## config.mk

```make
export PLATFORM = sky130hd
export DESIGN_NAME = tx_ser
export DESIGN_NICKNAME = d
export VERILOG_FILES = /design/src/rtl/serdes_pkg.sv /design/src/rtl/tx_hold_buf.sv /design/src/rtl/tx_ser.sv
export SDC_FILE = /design/constraint.sdc
export NUM_CORES = 1
export LEC_CHECK = 0
export CAP_MARGIN = 20
export CORE_UTILIZATION = 50
export CTS_BUF_LIST = sky130_fd_sc_hd__clkbuf_4 sky130_fd_sc_hd__clkbuf_8 sky130_fd_sc_hd__clkbuf_16
export CTS_CLUSTER_DIAMETER = 30
export DETAILED_ROUTE_END_ITERATION = 10
export GPL_TIMING_DRIVEN = 0
export PLACE_DENSITY = 0.78
export SLEW_MARGIN = 10
export SYNTH_ARGS = -nofsm -noshare
export SYNTH_HDL_FRONTEND = slang
export SYNTH_HIERARCHICAL = 1
export SYNTH_SLANG_ARGS = --single-unit
```

## constraint.sdc

```tcl
create_clock -name clk -period 2.35 [get_ports clk]
set_clock_uncertainty 0.2 [all_clocks]
set_input_delay 0.47 -clock clk [delete_from_list [all_inputs] [get_ports clk]]
set_output_delay 0.47 -clock clk [all_outputs]
set_load 0.05 [all_outputs]
```

## src/rtl/serdes_pkg.sv

```systemverilog
// Shared widths, sync headers and frame types for the SerDes coder.
// Frames are a sync header followed by the payload, sent MSB first.
package serdes_pkg;
    localparam int DATA_W  = 32;
    localparam int SYNC_W  = 2;
    localparam int FRAME_W = SYNC_W + DATA_W;
    localparam int CNT_W   = $clog2(FRAME_W);

    localparam logic [SYNC_W-1:0] SYNC_DATA = 2'b01;
    localparam logic [SYNC_W-1:0] SYNC_IDLE = 2'b10;
    localparam logic [DATA_W-1:0] IDLE_WORD = 32'h0000_0000;

    typedef logic [DATA_W-1:0]  word_t;
    typedef logic [FRAME_W-1:0] frame_t;
    typedef logic [CNT_W-1:0]   cnt_t;

    localparam cnt_t CNT_LAST = cnt_t'(FRAME_W - 1);

    // An idle frame ignores the payload argument entirely.
    function automatic frame_t build_frame(input logic is_data, input word_t payload);
        return is_data ? {SYNC_DATA, payload} : {SYNC_IDLE, IDLE_WORD};
    endfunction
endpackage

```

## src/rtl/tx_hold_buf.sv

```systemverilog
// One-entry hold register between the word source and the serializer.
// It drains at every frame boundary and may refill in that same cycle.
module tx_hold_buf
    import serdes_pkg::*;
(
    input  logic              clk,
    input  logic              rst,
    input  logic              boundary,
    input  logic              s_valid,
    input  logic [DATA_W-1:0] s_data,
    output logic              s_ready,
    output logic [DATA_W-1:0] hold_q,
    output logic              hold_vld
);
    logic accept;

    assign s_ready = !rst && (!hold_vld || boundary);
    assign accept  = s_valid && s_ready;

    // A refill on the boundary wins over the drain, so the buffer stays full.
    always_ff @(posedge clk) begin
        if (rst) begin
            hold_q   <= '0;
            hold_vld <= 1'b0;
        end else if (accept) begin
            hold_q   <= s_data;
            hold_vld <= 1'b1;
        end else if (boundary) begin
            hold_vld <= 1'b0;
        end
    end
endmodule

```

## src/rtl/tx_ser.sv

```systemverilog
// TX parallel-to-serial stage: emits a continuous stream of sync-headed
// frames, one bit per bit_en strobe, idle frames whenever no word is held.
module tx_ser
    import serdes_pkg::*;
(
    input  logic              clk,
    input  logic              rst,
    input  logic              bit_en,
    input  logic [DATA_W-1:0] s_data,
    input  logic              s_valid,
    output logic              s_ready,
    output logic              ser_out,
    output logic              frame_start,
    output logic              frame_is_data,
    output logic              underrun
);
    cnt_t   bit_cnt;
    frame_t shreg;
    frame_t next_frame;
    word_t  hold_q;
    logic   hold_vld;
    logic   boundary;

    assign boundary   = bit_en && (bit_cnt == '0);
    assign next_frame = build_frame(hold_vld, hold_q);

    tx_hold_buf u_hold (
        .clk      (clk),
        .rst      (rst),
        .boundary (boundary),
        .s_valid  (s_valid),
        .s_data   (s_data),
        .s_ready  (s_ready),
        .hold_q   (hold_q),
        .hold_vld (hold_vld)
    );

    always_ff @(posedge clk) begin
        if (rst) begin
            bit_cnt <= '0;
        end else if (bit_en) begin
            bit_cnt <= (bit_cnt == CNT_LAST) ? '0 : bit_cnt + cnt_t'(1);
        end
    end

    // The frame MSB goes straight to ser_out on load; the shift register keeps the rest.
    always_ff @(posedge clk) begin
        if (rst) begin
            shreg         <= '0;
            ser_out       <= 1'b0;
            frame_start   <= 1'b0;
            frame_is_data <= 1'b0;
            underrun      <= 1'b0;
        end else if (boundary) begin
            ser_out       <= next_frame[FRAME_W-1];
            shreg         <= {next_frame[FRAME_W-2:0], 1'b0};
            frame_start   <= 1'b1;
            frame_is_data <= hold_vld;
            underrun      <= !hold_vld;
        end else if (bit_en) begin
            ser_out       <= shreg[FRAME_W-1];
            shreg         <= {shreg[FRAME_W-2:0], 1'b0};
            frame_start   <= 1'b0;
            underrun      <= 1'b0;
        end else begin
            frame_start   <= 1'b0;
            underrun      <= 1'b0;
        end
    end
endmodule

```

# Word level (Yosys, flattened, before mapping)
# Cells that the tools add are included.
# Widths: inputs -> output; s select.
# classes
add_sub_neg	1
eq_ne	1
muxes	9
bitwise	1
reduce_logical	10
# op_table
cell	count
$mux 34	3
$add 6x1->6 const B	1
$eq 6x6->1 const B	1
$logic_not 6->1	1
$mux 6	1
$mux 1	5
$reduce_bool 2->1	2
$logic_and 1x1->1	3
$logic_not 1->1	2
$reduce_or 2->1	1
$logic_or 1x1->1	1
$not 1->1	1
# word_totals
register_bits	76
inputBits	36
output_inout_bits	5
elab_cells	30

# Logic depth before layout (Yosys ltp)
# depth
ltp_word	6
mapped_depth	12
ltp_nobuf	8

# Cells and area by module
# Netlist, hierarchy kept.
# by_module_without_submodules
mod	n_inst	cells_per_inst	area_per_inst_um2	seq_area_each_um2
tx_ser	1	249	2058.2	860.8
tx_hold_buf	1	145	1514.0	660.6

# Least setup slack after synthesis
# Ideal clock, no wire load.
# synth_path
path_kind	reg-to-output
start	register bit_cnt[0]
end	output port s_ready
arrival_ns	2.136
required_ns	1.680
setup_slack_ns	-0.456
stages_incl_launch_ff	10
n_path_buf	2
cell_sequence	dfxtp_1 -> inv_1 -> ha_1 -> nor2b_1 -> buf_2 -> nand2_1 -> buf_2 -> nor2_1 -> nor2b_4 -> nor2_1
# synth_between
elab_chain_len	4
# synth_rtl
element	line_no	source
start, declared	tx_ser.sv:17	cnt_t bit_cnt;
start signal, assigned	tx_ser.sv:42	bit_cnt <= (bit_cnt == CNT_LAST) ? '0 : bit_cnt + cnt_t'(1);
$logic_not 6->1	tx_ser.sv:24	assign boundary = bit_en && (bit_cnt == '0);
$logic_and 1x1->1	tx_ser.sv:24	
via boundary	tx_ser.sv:22	logic boundary;
$logic_or 1x1->1	tx_hold_buf.sv:17	assign s_ready = !rst && (!hold_vld || boundary);
$logic_and 1x1->1	tx_hold_buf.sv:17	
end, declared	tx_ser.sv:11	output logic s_ready,
# The timed path passes the listed nets, and every way through them passes these cells.

# Final worst setup path
# Same ends and word-level chain as after synthesis.

==> impl_metrics.toml <==
[routing]
first_pass_iters = 5
vias = 3114
avgRoutedWirePerCell_um = 16.07
drc = 0
final_antenna_net_count = 0
vias_per_cell = 5.631
wirelength_um = 8888
dr.first_iter.drc_count = 220

[power_and_ir_drop]
swShare_pct = 26.31
p_per_area_nw_per_um2 = 656.5
p_seq_share_pct = 48.1
ir_worst_vdd_mv = 0.3582
power.internal_w = 0.002143
power_frac_clock_pct = 36.3
p_sw_w = 0.0007654
p_leak_nw = 1.575
combPwrFrac_pct = 15.6

[global_routing]
grtUsageTotal_pct = 25.62
grt_max_degree = 19
grt_pass1_wl_um = 14620
grt_pass1_vias = 2993
antenna_found_initial = 0
overflow = 0

[floorplan]
core-area_um2 = 6832
die_w_um = 86.53
num_rows = 30
start_util_pct = 52.29
die_y_um = 86.53
dieArea_um2 = 7487
ios = 41

[synth]
syn-num-nets = 433
synth_cell_types = 33
ys_top_cells_by_area = "dfxtp_1 (43%), nand2b_1 (12%), mux2i_1 (9.0%)"
synth_common_cells = "dfxtp_1 (76), nand2b_1 (66), o211ai_1 (34)"
synthesis.area_um2 = 3572
synth.top_cell.area_share_pct = 42.59
synth_top_cell_by_area = "dfxtp_1"
ys_seq_area_share_pct = 42.59
yosysMostFrequentCell = "dfxtp_1"
synth_edf_count = 0
postSynthRegisterBits = 76
ys_async_sr_fraction_pct = 0
synthCells = 394
avgSynthCellArea_um2 = 9.066
synth_ff_type = "dfxtp_1"
yosysWarnings = 6

[sta]
hold_violations = 0
max_freq_mhz = 431.3
setup_ws_ns = 0.03143
rsz0062_at_grt = "yes"
drv_slew = 0
slew_headroom_pct = 62.14
tightest_slew_ns = 0.5680
setup-violations-final = 0
fin_crit_sh_pct = 98.66
min_period_ns = 2.319

[layout]
drive_above_1_share_pct = 12.69
area_growth_pct = 24.03
stdcell_area_um2 = 4431
fillerInstances = 582
final_nets = 491
fin_cells = 553
diodes = 0

[placement]
dp_slack_ns = -0.8613
place_inst = 528
port_buffers = 38
dpl-instance-area_um2 = 4085
dpl.hpwl_um = 6093
gp_congestion = 0.8628

[critical_path]
critical_path_class = "reg2out"
cpPeakStageDelay_ns = 0.33
worstPathCellList = "inv_2 -> ha_4 -> nor2b_4 -> buf_6 -> nand2_8 -> nor2_4 -> nor2b_4 -> nor2_4 -> buf_6"
arrival_ns = 1.65
critPathSlowestCell = "dfxtp_2"
cp.required_ns = 1.68
endpoint_kind = "primary output"
start_kind = "register"
cp_max_fo = 3

[cts]
cts_buffers = 9
clockRootBuffer = "clkbuf_8"
clockBufferDepth = 2
cts_tree = "yes"
clock_latency_ns = 0.36
h-tree-depth = 3
clk_pin_slew_worst_paths_ns = 0.08
hold_buffers = 0
cts.sinks = 76

[hold_path]
hp-class = "reg2reg"

[run_status]
status = "finished, final reports clean"

[run]
maxCapViolCount = 0
-- timing repair --
item | CTS | global route
cloned | 0 | 0
setup buffers | 8 | 3
setup endpoints to repair | 33 | 3
gates resized for setup | 25 | 0
pin swaps | 3 | 2
-- layout by cell type (no fill, tap or decap), types with 2 or more instances in the layout --
cell              n
buf_6             5
nand3_1          17
inv_2             2
nand4_1          18
a21oi_1           4
buf_12            3
dfxtp_1          74
clkdlybuf4s50_1  37
buf_2             8
xor2_1            2
mux2i_1          32
nor2b_4           2
buf_4            11
clkbuf_8         11
clkbuf_4          2
o21ai_0          17
dfxtp_2           2
nand2b_1         66
or3_1             2
nor2_4            2
clkbuf_1         21
o211ai_1         34
nand2_1          22
a311oi_1         16
nor3_1            2
ha_1              2
clkinvlp_4        2
nor2b_1           2
nor2_1           23
-- layer usage --
layer  global-route usage [%]  wire length [µm]  vias to the layer above
met5                        0                 0                        -
met4                    13.18               234                        0
met3                    3.810               517                       19
met2                    41.27              4165                      105
met1                    33.43              3972                     1480
li1                         -                 -                     1510
-- power groups by stage --
| stage | clock, W | combinational (W) | sequential [W] |
|---|---|---|---|
| finish | 0.00105 | 0.000454 | 0.00140 |
| CTS | 0.00107 | 0.000446 | 0.00140 |
| floorplan | 0 | 0.000256 | 0.00143 |
| detailed placement | 0 | 0.000405 | 0.00143 |
| global placement | 0 | 0.000396 | 0.00143 |
| global route | 0.00111 | 0.000489 | 0.00141 |
-- path summary, 6_finish.rpt --
path	startpoint	endpoint	slack (ns)	depth (start not counted)
hold reg to reg	u_hold/hold_q[9]$_SDFFE_PP0P_	u_hold/hold_q[9]$_SDFFE_PP0P_	0.28	2
setup reg to reg	bit_cnt[0]$_SDFFE_PP0P_	u_hold/hold_q[19]$_SDFFE_PP0P_	0.24	12
hold / removal	u_hold/hold_q[9]$_SDFFE_PP0P_	u_hold/hold_q[9]$_SDFFE_PP0P_	0.28	2
setup / recovery	bit_cnt[0]$_SDFFE_PP0P_	s_ready	0.03	9
-- registers in the layout (all words and copies together), names as in the netlist --
signal           count
bit_cnt              6
frame_is_data        1
frame_start          1
ser_out              1
shreg               33
u_hold/hold_q       32
u_hold/hold_vld      1
underrun             1
-- critical path: cells and delay by family, from the launching register on --
family | cells | cell delay (ns)
buffers and inverters | 3 | 0.37
DFF | 1 | 0.33
adders and majority gates | 1 | 0.14
and+or+nand+nor | 5 | 0.45
-- kinds of logic after synthesis --
kind of cell	Yosys count	share of synthesized area [%]
muxes	32	8.967
buffers and inverters	43	6.900
and+or+nand+nor	161	24.45
adders and majority gates	3	1.051
xor gates and xnor gates	2	0.4905
DFF	76	42.59
AOI/OAI and AO/OA	77	15.55
-- cell type report --
cell class              count  area (µm²)  share of cell area [%]
flip-flops and latches     76        1524                   34.40
multi-input cells         275        1867                   42.13
repair buffers             49       464.2                   10.48
clock inverters             3       45.04                   1.017
inverters                   3       11.26                  0.2542
well taps                  96       120.1                   2.711
clock buffers              13       166.4                   3.756
plain buffers              38       232.7                   5.253
-- metrics by stage --
step	TNS (ns)	total power [W]	utilization (%)	hold WS, ns
after CTS	-0.06674	0.002911	64.74	0.2782
final	0	0.002908	64.85	0.2778
after global routing	-0.04068	0.003009	64.85	0.2943
after detailed placement	-7.190	0.001834	59.80	0.2672
after floorplan	0	0.001684	-	0.2441
after global placement	-6.854	0.001822	59.80	0.2617
Note: power is estimated with default switching activity, not from simulation.
